`config.mk`:
```
export PLATFORM = sky130hd
export DESIGN_NAME = reg_file_dumper
export DESIGN_NICKNAME = d
export VERILOG_FILES = /design/src/rtl/reg_file_dumper.sv
export SDC_FILE = /design/constraint.sdc
export NUM_CORES = 1
export LEC_CHECK = 0
export ABC_CLOCK_PERIOD_IN_PS = 2300
export BUFFER_PORTS_ARGS = -buffer_cell sky130_fd_sc_hd__buf_2
export CORE_ASPECT_RATIO = 0.6
export CORE_UTILIZATION = 35
export CTS_CLUSTER_DIAMETER = 40
export DETAILED_ROUTE_END_ITERATION = 6
export SLEW_MARGIN = 30
export SYNTH_ARGS = -nofsm -noshare
export SYNTH_HDL_FRONTEND = slang
export SYNTH_SLANG_ARGS = --single-unit
```
`constraint.sdc`:
```
create_clock -name clk_i -period 2.3 [get_ports clk_i]
set_input_delay 0.115 -clock clk_i [delete_from_list [all_inputs] [get_ports clk_i]]
set_output_delay 0.115 -clock clk_i [all_outputs]
set_load 0.005 [all_outputs]
```
`src/rtl/reg_file_dumper.sv`:
```
// Debug agent that walks an inclusive, wrap-around register range on a spare
// read port and streams {address, data} over valid/ready, keeping a running sum.
module reg_file_dumper #(
    parameter int unsigned SKIP_ZERO = 0
) (
    input  logic        clk_i,
    input  logic        rst_i,
    input  logic        start_i,
    input  logic [4:0]  first_i,
    input  logic [4:0]  last_i,
    output logic [4:0]  rd_addr_o,
    input  logic [31:0] rd_data_i,
    output logic        out_valid_o,
    input  logic        out_ready_i,
    output logic [4:0]  out_addr_o,
    output logic [31:0] out_data_o,
    output logic        busy_o,
    output logic        done_o,
    output logic [31:0] sum_o
);

    typedef enum logic [1:0] {StIdle, StRead, StHold, StDone} state_e;

    state_e      state_q, state_d;
    logic [4:0]  cur_q, cur_d;
    logic [4:0]  last_q, last_d;
    logic [4:0]  out_addr_q, out_addr_d;
    logic [31:0] out_data_q, out_data_d;
    logic [31:0] sum_q, sum_d;

    always_comb begin
        state_d    = state_q;
        cur_d      = cur_q;
        last_d     = last_q;
        out_addr_d = out_addr_q;
        out_data_d = out_data_q;
        sum_d      = sum_q;
        unique case (state_q)
            StIdle: begin
                if (start_i) begin
                    cur_d   = first_i;
                    last_d  = last_i;
                    sum_d   = '0;
                    state_d = StRead;
                end
            end
            StRead: begin
                // Capture here so later writes to the register do not leak into the word.
                out_data_d = rd_data_i;
                out_addr_d = cur_q;
                if ((SKIP_ZERO != 0) && (rd_data_i == '0)) begin
                    if (cur_q == last_q) begin
                        state_d = StDone;
                    end else begin
                        cur_d = cur_q + 5'd1;
                    end
                end else begin
                    state_d = StHold;
                end
            end
            StHold: begin
                if (out_ready_i) begin
                    sum_d = sum_q + out_data_q;
                    if (cur_q == last_q) begin
                        state_d = StDone;
                    end else begin
                        cur_d   = cur_q + 5'd1;
                        state_d = StRead;
                    end
                end
            end
            StDone: begin
                state_d = StIdle;
            end
            default: begin
                state_d = StIdle;
            end
        endcase
    end

    always_ff @(posedge clk_i or posedge rst_i) begin
        if (rst_i) begin
            state_q    <= StIdle;
            cur_q      <= '0;
            last_q     <= '0;
            out_addr_q <= '0;
            out_data_q <= '0;
            sum_q      <= '0;
        end else begin
            state_q    <= state_d;
            cur_q      <= cur_d;
            last_q     <= last_d;
            out_addr_q <= out_addr_d;
            out_data_q <= out_data_d;
            sum_q      <= sum_d;
        end
    end

    assign rd_addr_o   = cur_q;
    assign out_valid_o = (state_q == StHold);
    assign out_addr_o  = out_addr_q;
    assign out_data_o  = out_data_q;
    assign busy_o      = (state_q != StIdle);
    assign done_o      = (state_q == StDone);
    assign sum_o       = sum_q;

endmodule

```
==> results.yml, run 1 <==
outcome:
  status: "finished with violations"
  violations: "DRC, setup timing"
die:
  dieArea_sq_um: 14000
  initial_core_util_pct: 36.4
  core_sq_um: 13000
  num_io_pins: 123
  rows: 32
  die_h_um: 92.1
  die_x_um: 152
cells_and_area:
  syn2layout_area_growth_pct: 41.3
  nets: 744
  layout-drive-gt1-share_pct: 43.6
  n_antenna_cell: 0
  multi_input_area_sq_um: 2810
  layout.cells.non_filler: 840
  fillCellCount: 1165
  seq_area_sq_um: 2030
yosys:
  netlist_area_sq_um: 4740
  ys.flop_type: "dfrtp_1"
  synthTopCellsByArea: "dfrtp_1 43%, mux2_2 9.7%, ha_1 8.4%"
  synth_area_leader_cell: "dfrtp_1"
  ys_seq_elements: 81
  ys_warn_count: 0
  synth_edf_count: 0
  synthArstFlopShare_pct: 100
  ys_seq_area_share_pct: 42.8
  syn_avg_cell_area_sq_um: 10.0
  synthCells: 473
  synth.distinct_cells: 57
  synth_fp_nets: 552
  netlist.area_leader.share_pct: 42.8
power_and_ir_drop:
  p_comb_share_pct: 62.4
  p_sw_mw: 4.91
  intPower_mw: 6.88
  power_density_nw_per_um2: 1760
  switching_share_pct: 41.6
  power.leakage_nw: 3.21
  irDropWorstVdd_v: 0.000549
  p_clk_share_pct: 13.6
  power_frac_seq_pct: 24.0
critical_path:
  max_stage_delay_ps: 390
  end_kind: "register"
  arrival_ps: 2670
  startpoint: "out_data_o[0]"
  critPathRequiredTime_ps: 2520
  slowest_stage: "dfrtp_1"
  reg2reg_from: "out_data_o[0]"
  startpoint_type: "register"
  r2r_end: "sum_o[24]"
  rrSetupSlack_ps: -150
  critical_path_class: "reg -> reg"
  path_cells: "ha_4 > inv_2 > fa_2 > nor2b_2 > o31a_1 > o2111ai_2 > a21oi_2 > nor3_4 > o31ai_2 > mux2i_1 > nand3_1"
  path_max_fanout: 4
  ff2ff_path_depth: 11
worst_hold_path:
  hold_path_end: "out_data_o[25]"
  min_path_type: "in -> reg"
  worstHoldStart: "rd_data_i[25]"
  hold_path_depth: 2
route:
  routedWlPerCell_um: 15.8
  routed_wl_mm: 13.3
  drt_iter0_drc: 364
  drc_errors: 8
  ant_nets: 0
  dr.pass1.iters: 7
  routed_via_density: 5.07
  via_count: 4259
placed_design:
  routabilityCongestion: 0.860
  numPortBuffers: 122
  hpwl_mm: 9.56
  dp_slack_ps: -198
  placedCellCount: 799
cts:
  cts_buffers: 9
  clkLatencyLatePin_ps: 340
  cts_root_buf: "clkbuf_16"
  cts.sinks: 81
  clk_path_buf_depth: 2
  tritoncts: "done"
  clk_pin_slew_worst_paths_ps: 60
  htreeDepth: 3
sta:
  rsz0062_at_grt: "yes"
  relSlewSlack_pct: 64.6
  skew_ps: 3.48
  finalSetupViolations: 9
  max_freq_ghz: 0.409
  drv_slew: 0
  finalHoldViolations: 0
  setup_ws_ps: -147
  tightest_slew_ps: 530
  period_minus_slack_ps: 2450
  fin_crit_sh_pct: 106
global_routing:
  grt_max_degree: 45
  grt_overflow_total: 0
  antenna_found_initial: 0
  grt_pass1_vias: 4319
  grt_usage_pct: 19.5
  grt_pass1_wl_mm: 21.7
run:
  cap_violations: 0
==> cell type report <==
type | count | area share [%]
Tap cell | 170 | 3.18
Clock buffer | 10 | 3.57
Sequential cell | 81 | 30.3
Clock inverter | 6 | 1.35
Timing Repair Buffer | 201 | 18.9
Multi-Input combinational cell | 360 | 42.0
Inverter | 12 | 0.691
==> power groups by stage <==
stage,clock network (mW),logic (mW),registers (mW)
4_1_cts,1.65,6.93,2.82
3_3_place_gp,0,6.49,2.74
5_1_grt,1.70,8.12,2.94
6_report,1.60,7.36,2.83
2_1_floorplan,0,4.16,2.73
3_5_place_dp,0,6.63,2.80
==> cell usage after synthesis (4+ instances only) <==
library cell,n
a21o_1,10
a21oi_1,32
a31oi_1,6
and3_1,7
clkbuf_1,17
dfrtp_1,81
ha_1,32
inv_1,10
mux2_2,41
nand2_1,52
nand2b_1,5
nand3_1,14
nand4_1,7
nor2_1,14
nor2b_1,4
nor3_1,5
nor3b_1,4
o211ai_1,4
o21ai_0,21
o21ai_1,22
o22ai_1,4
xnor2_1,16
xor2_1,15
==> critical path: cells and delay by family (launching register included) <==
family          cells  cell delay (ps)
simple gates        3              320
flops               1              390
buf+inv             1               40
fa+ha+maj           2              510
compound gates      4              870
mux                 1              210
==> logic make-up after synthesis <==
kind of cell	after synthesis	synth area share (%)
compound gates	122	15.5
xor+xnor	31	5.73
flops	81	42.8
simple gates	130	14.2
buf+inv	32	2.56
fa+ha+maj	33	8.87
mux	44	10.4
==> cell usage in the layout (no fill, tap or decap), drive strengths merged, types with 14 or more instances in the layout <==
master,instances
ha,32
buf,189
nor2,14
nand2,52
xnor2,16
dfrtp,81
nand3,14
mux2,41
o21ai,43
a21oi,33
xor2,15
==> worst max-delay path by stage <==
stage / cells past startpoint / to / slack (ps)
floorplan: 11 / sum_o[24] / -30
global placement: 11 / sum_o[24] / -140
detailed placement: 11 / sum_o[24] / -200
CTS: 11 / sum_o[24] / -140
global route: 11 / sum_o[24] / -280
finish: 11 / sum_o[24] / -150
==> stage by stage <==
step | setup TNS, ps | power [mW] | cell area (sq um) | hold slack (ps) | util [%]
6_report | -767 | 11.8 | 6700 | 10.9 | 51.5
3_5_place_dp | -994 | 9.42 | 5950 | 20.0 | 45.7
2_1_floorplan | -27.1 | 6.90 | 4770 | 242 | -
3_3_place_gp | -639 | 9.23 | 5950 | 14.5 | 45.7
5_1_grt | -2520 | 12.8 | 6700 | 3.77 | 51.5
4_1_cts | -617 | 11.4 | 6530 | 0.0273 | 50.2
==> timing repair <==
action | 4_1_cts | 5_1_grt
pin swaps | 12 | 27
setup buffers | 2 | 12
resized for setup | 16 | 21
endpoints found under the setup margin | 16 | 19
hold buffers | 12 | 0
hold endpoints to repair | 62 | 0
==> per-layer routing <==
layer	track usage, %	wire [um]
met5	0	0
met4	5.02	186
met3	5.06	751
met2	30.5	5890
met1	26.6	6460
==> flip-flops by register name, indices dropped and copies added (netlist names) <==
name,count
sum_o,32
rd_addr_o,5
last_q,5
out_addr_o,5
out_data_o,32
state_q,2
Note: power is estimated with default switching activity, not from simulation.
==> inputs of run 2 (changes only) <==
==> constraint.sdc (replaced) <==
create_clock -name clk_i -period 2.3 [get_ports clk_i]
set_input_delay 0.115 -clock clk_i [delete_from_list [all_inputs] [get_ports clk_i]]
set_output_delay 0.115 -clock clk_i [all_outputs]
set_load 0.01 [all_outputs]
==> run 2 against run 1 <==
  * The flow still finishes with violations (DRC, setup timing)
  * Non-clock buffer count grew 20
  * Final cell count increased by 2.4%
  * Via count rose by 3.6%
  * Setup slack better by 8.3 ps
  * Global-route usage up 0.14 points
  * Design area grew 2.7%
  * Sequential power is essentially flat
  * Die area stayed put
  * Sequential cell count unchanged
  * Count of clock-buffer cells in the layout decreased by 1
  * Core utilization rose by 1.4 points
  * Critical path type unchanged
==> results.yml, run 2 (synthesis results as in run 1) <==
die:
  num_io_pins: 123
  die_x_um: 152
  rows: 32
  die_h_um: 92.1
  dieArea_sq_um: 14000
  initial_core_util_pct: 36.4
  core_sq_um: 13000
sta:
  max_freq_ghz: 0.410
  finalHoldViolations: 0
  fin_hold_ws_ps: 7.63
  finalSetupViolations: 10
  drv_slew: 0
  fin_tns_setup_ps: -728
  setup_ws_ps: -139
  relSlewSlack_pct: 67.5
  skew_ps: 11.7
  fin_crit_sh_pct: 106
  period_minus_slack_ps: 2440
  rsz0062_at_grt: "yes"
  tightest_slew_ps: 487
placed_design:
  placedCellCount: 799
  routabilityCongestion: 0.883
  numPortBuffers: 122
  hpwl_mm: 9.78
cts:
  cts_root_buf: "clkbuf_16"
  tritoncts: "done"
  cts_buffers: 9
  clkLatencyLatePin_ps: 350
  cts.sinks: 81
  clk_path_buf_depth: 2
  clk_pin_slew_worst_paths_ps: 70
  htreeDepth: 3
global_routing:
  grt_pass1_wl_mm: 21.8
  grt_overflow_total: 0
  antenna_found_initial: 0
  grt_max_degree: 45
  grt_pass1_vias: 4285
  grt_usage_pct: 19.6
worst_hold_path:
  min_path_type: "in -> reg"
critical_path:
  startpoint_type: "register"
  path_cells: "ha_2 > inv_2 > fa_2 > nor2b_2 > o31a_1 > o2111ai_2 > a21oi_2 > nor3_4 > o31ai_1 > xnor2_1 > o21ai_1"
  path_buf_inv: 1
  critPathRequiredTime_ps: 2530
  max_stage_delay_ps: 370
  critical_path_class: "reg -> reg"
  rrSetupSlack_ps: -140
  slowest_stage: "dfrtp_1"
  arrival_ps: 2670
  critPathTopFamily: "compound AO/OA/AOI/OAI gates"
  path_max_fanout: 4
  end_kind: "register"
outcome:
  status: "finished with violations"
  violations: "DRC, setup timing"
power_and_ir_drop:
  irDropWorstVdd_v: 0.000573
  power.leakage_nw: 3.27
  power_density_nw_per_um2: 1760
route:
  dr.pass1.iters: 7
  ant_nets: 0
  drc_errors: 8
  routed_wl_mm: 13.6
  routed_via_density: 5.13
  via_count: 4412
  drt_iter0_drc: 377
  routedWlPerCell_um: 15.8
cells_and_area:
  nets: 764
  n_antenna_cell: 0
  mostFrequentLayoutCell: "buf_2"
  layout.cells.non_filler: 860
  layout-drive-gt1-share_pct: 43.8
  final_cell_mix: "122 x buf_2, 79 x dfrtp_1, 69 x buf_4, 51 x nand2_1, 41 x mux2_2"
  syn2layout_area_growth_pct: 45.2
run:
  cap_violations: 0
run 2: changes by cell type in the layout (fill, tap and decap cells not counted), sizes merged:
cell,delta
buf,+5
clkbuf,-1
inv,+3
clkinv,-1
clkinvlp,+1
dlygate4sd3,+15
bufinv,-2
run 2: cell type report:
class	instances	area, sq um
clock buffer	9	225
clock inverter	7	58.8
fill	1152	6130
inverter	12	46.3
multi-input combinational	360	2860
sequential	81	2030
tap	170	213
timing repair buffer	221	1450
run 2: path summary, 6_finish.rpt:
path | start | to | cells after the start
worst max-delay path | out_data_o[0] | sum_o[26] | 11
worst min-delay path | rd_data_i[16] | out_data_o[16] | 2
worst max register to register | out_data_o[0] | sum_o[26] | 11
worst min register to register | out_addr_o[0] | out_addr_o[0] | 2
max in group asynchronous | rst_i | out_data_o[1] | 4
min in group asynchronous | rst_i | sum_o[8] | 3
run 2: layer usage:
metal	part of all wire, %	global-route usage (%)
met5	0	0
met4	1.6	5.61
met3	6.0	4.49
met2	43	30.2
met1	49	27.4
run 2: report_power, final:
group,total [mW],internal (mW),switching (mW)
clock network,1.40,0.749,0.651
logic,7.90,3.94,3.97
registers,2.83,2.14,0.686
total,12.1,6.83,5.30
run 2: what timing repair did:
action                                  CTS  global route
hold buffers                             27             0
endpoints found under the setup margin   16            19
gates resized for setup                  13            29
endpoints found under the hold margin    39             0
setup buffers                             7            11
pin swaps                                14            34
run 2: stage by stage:
step	util (%)	cell area (sq um)	setup WS [ps]	power [mW]
after detailed placement	45.8	5960	-179	9.76
after global placement	45.8	5960	-144	9.55
after CTS	51.1	6650	-81.2	11.5
after floorplan	-	4780	-68.7	7.17
final	52.9	6880	-139	12.1
after global routing	52.9	6880	-238	13.1
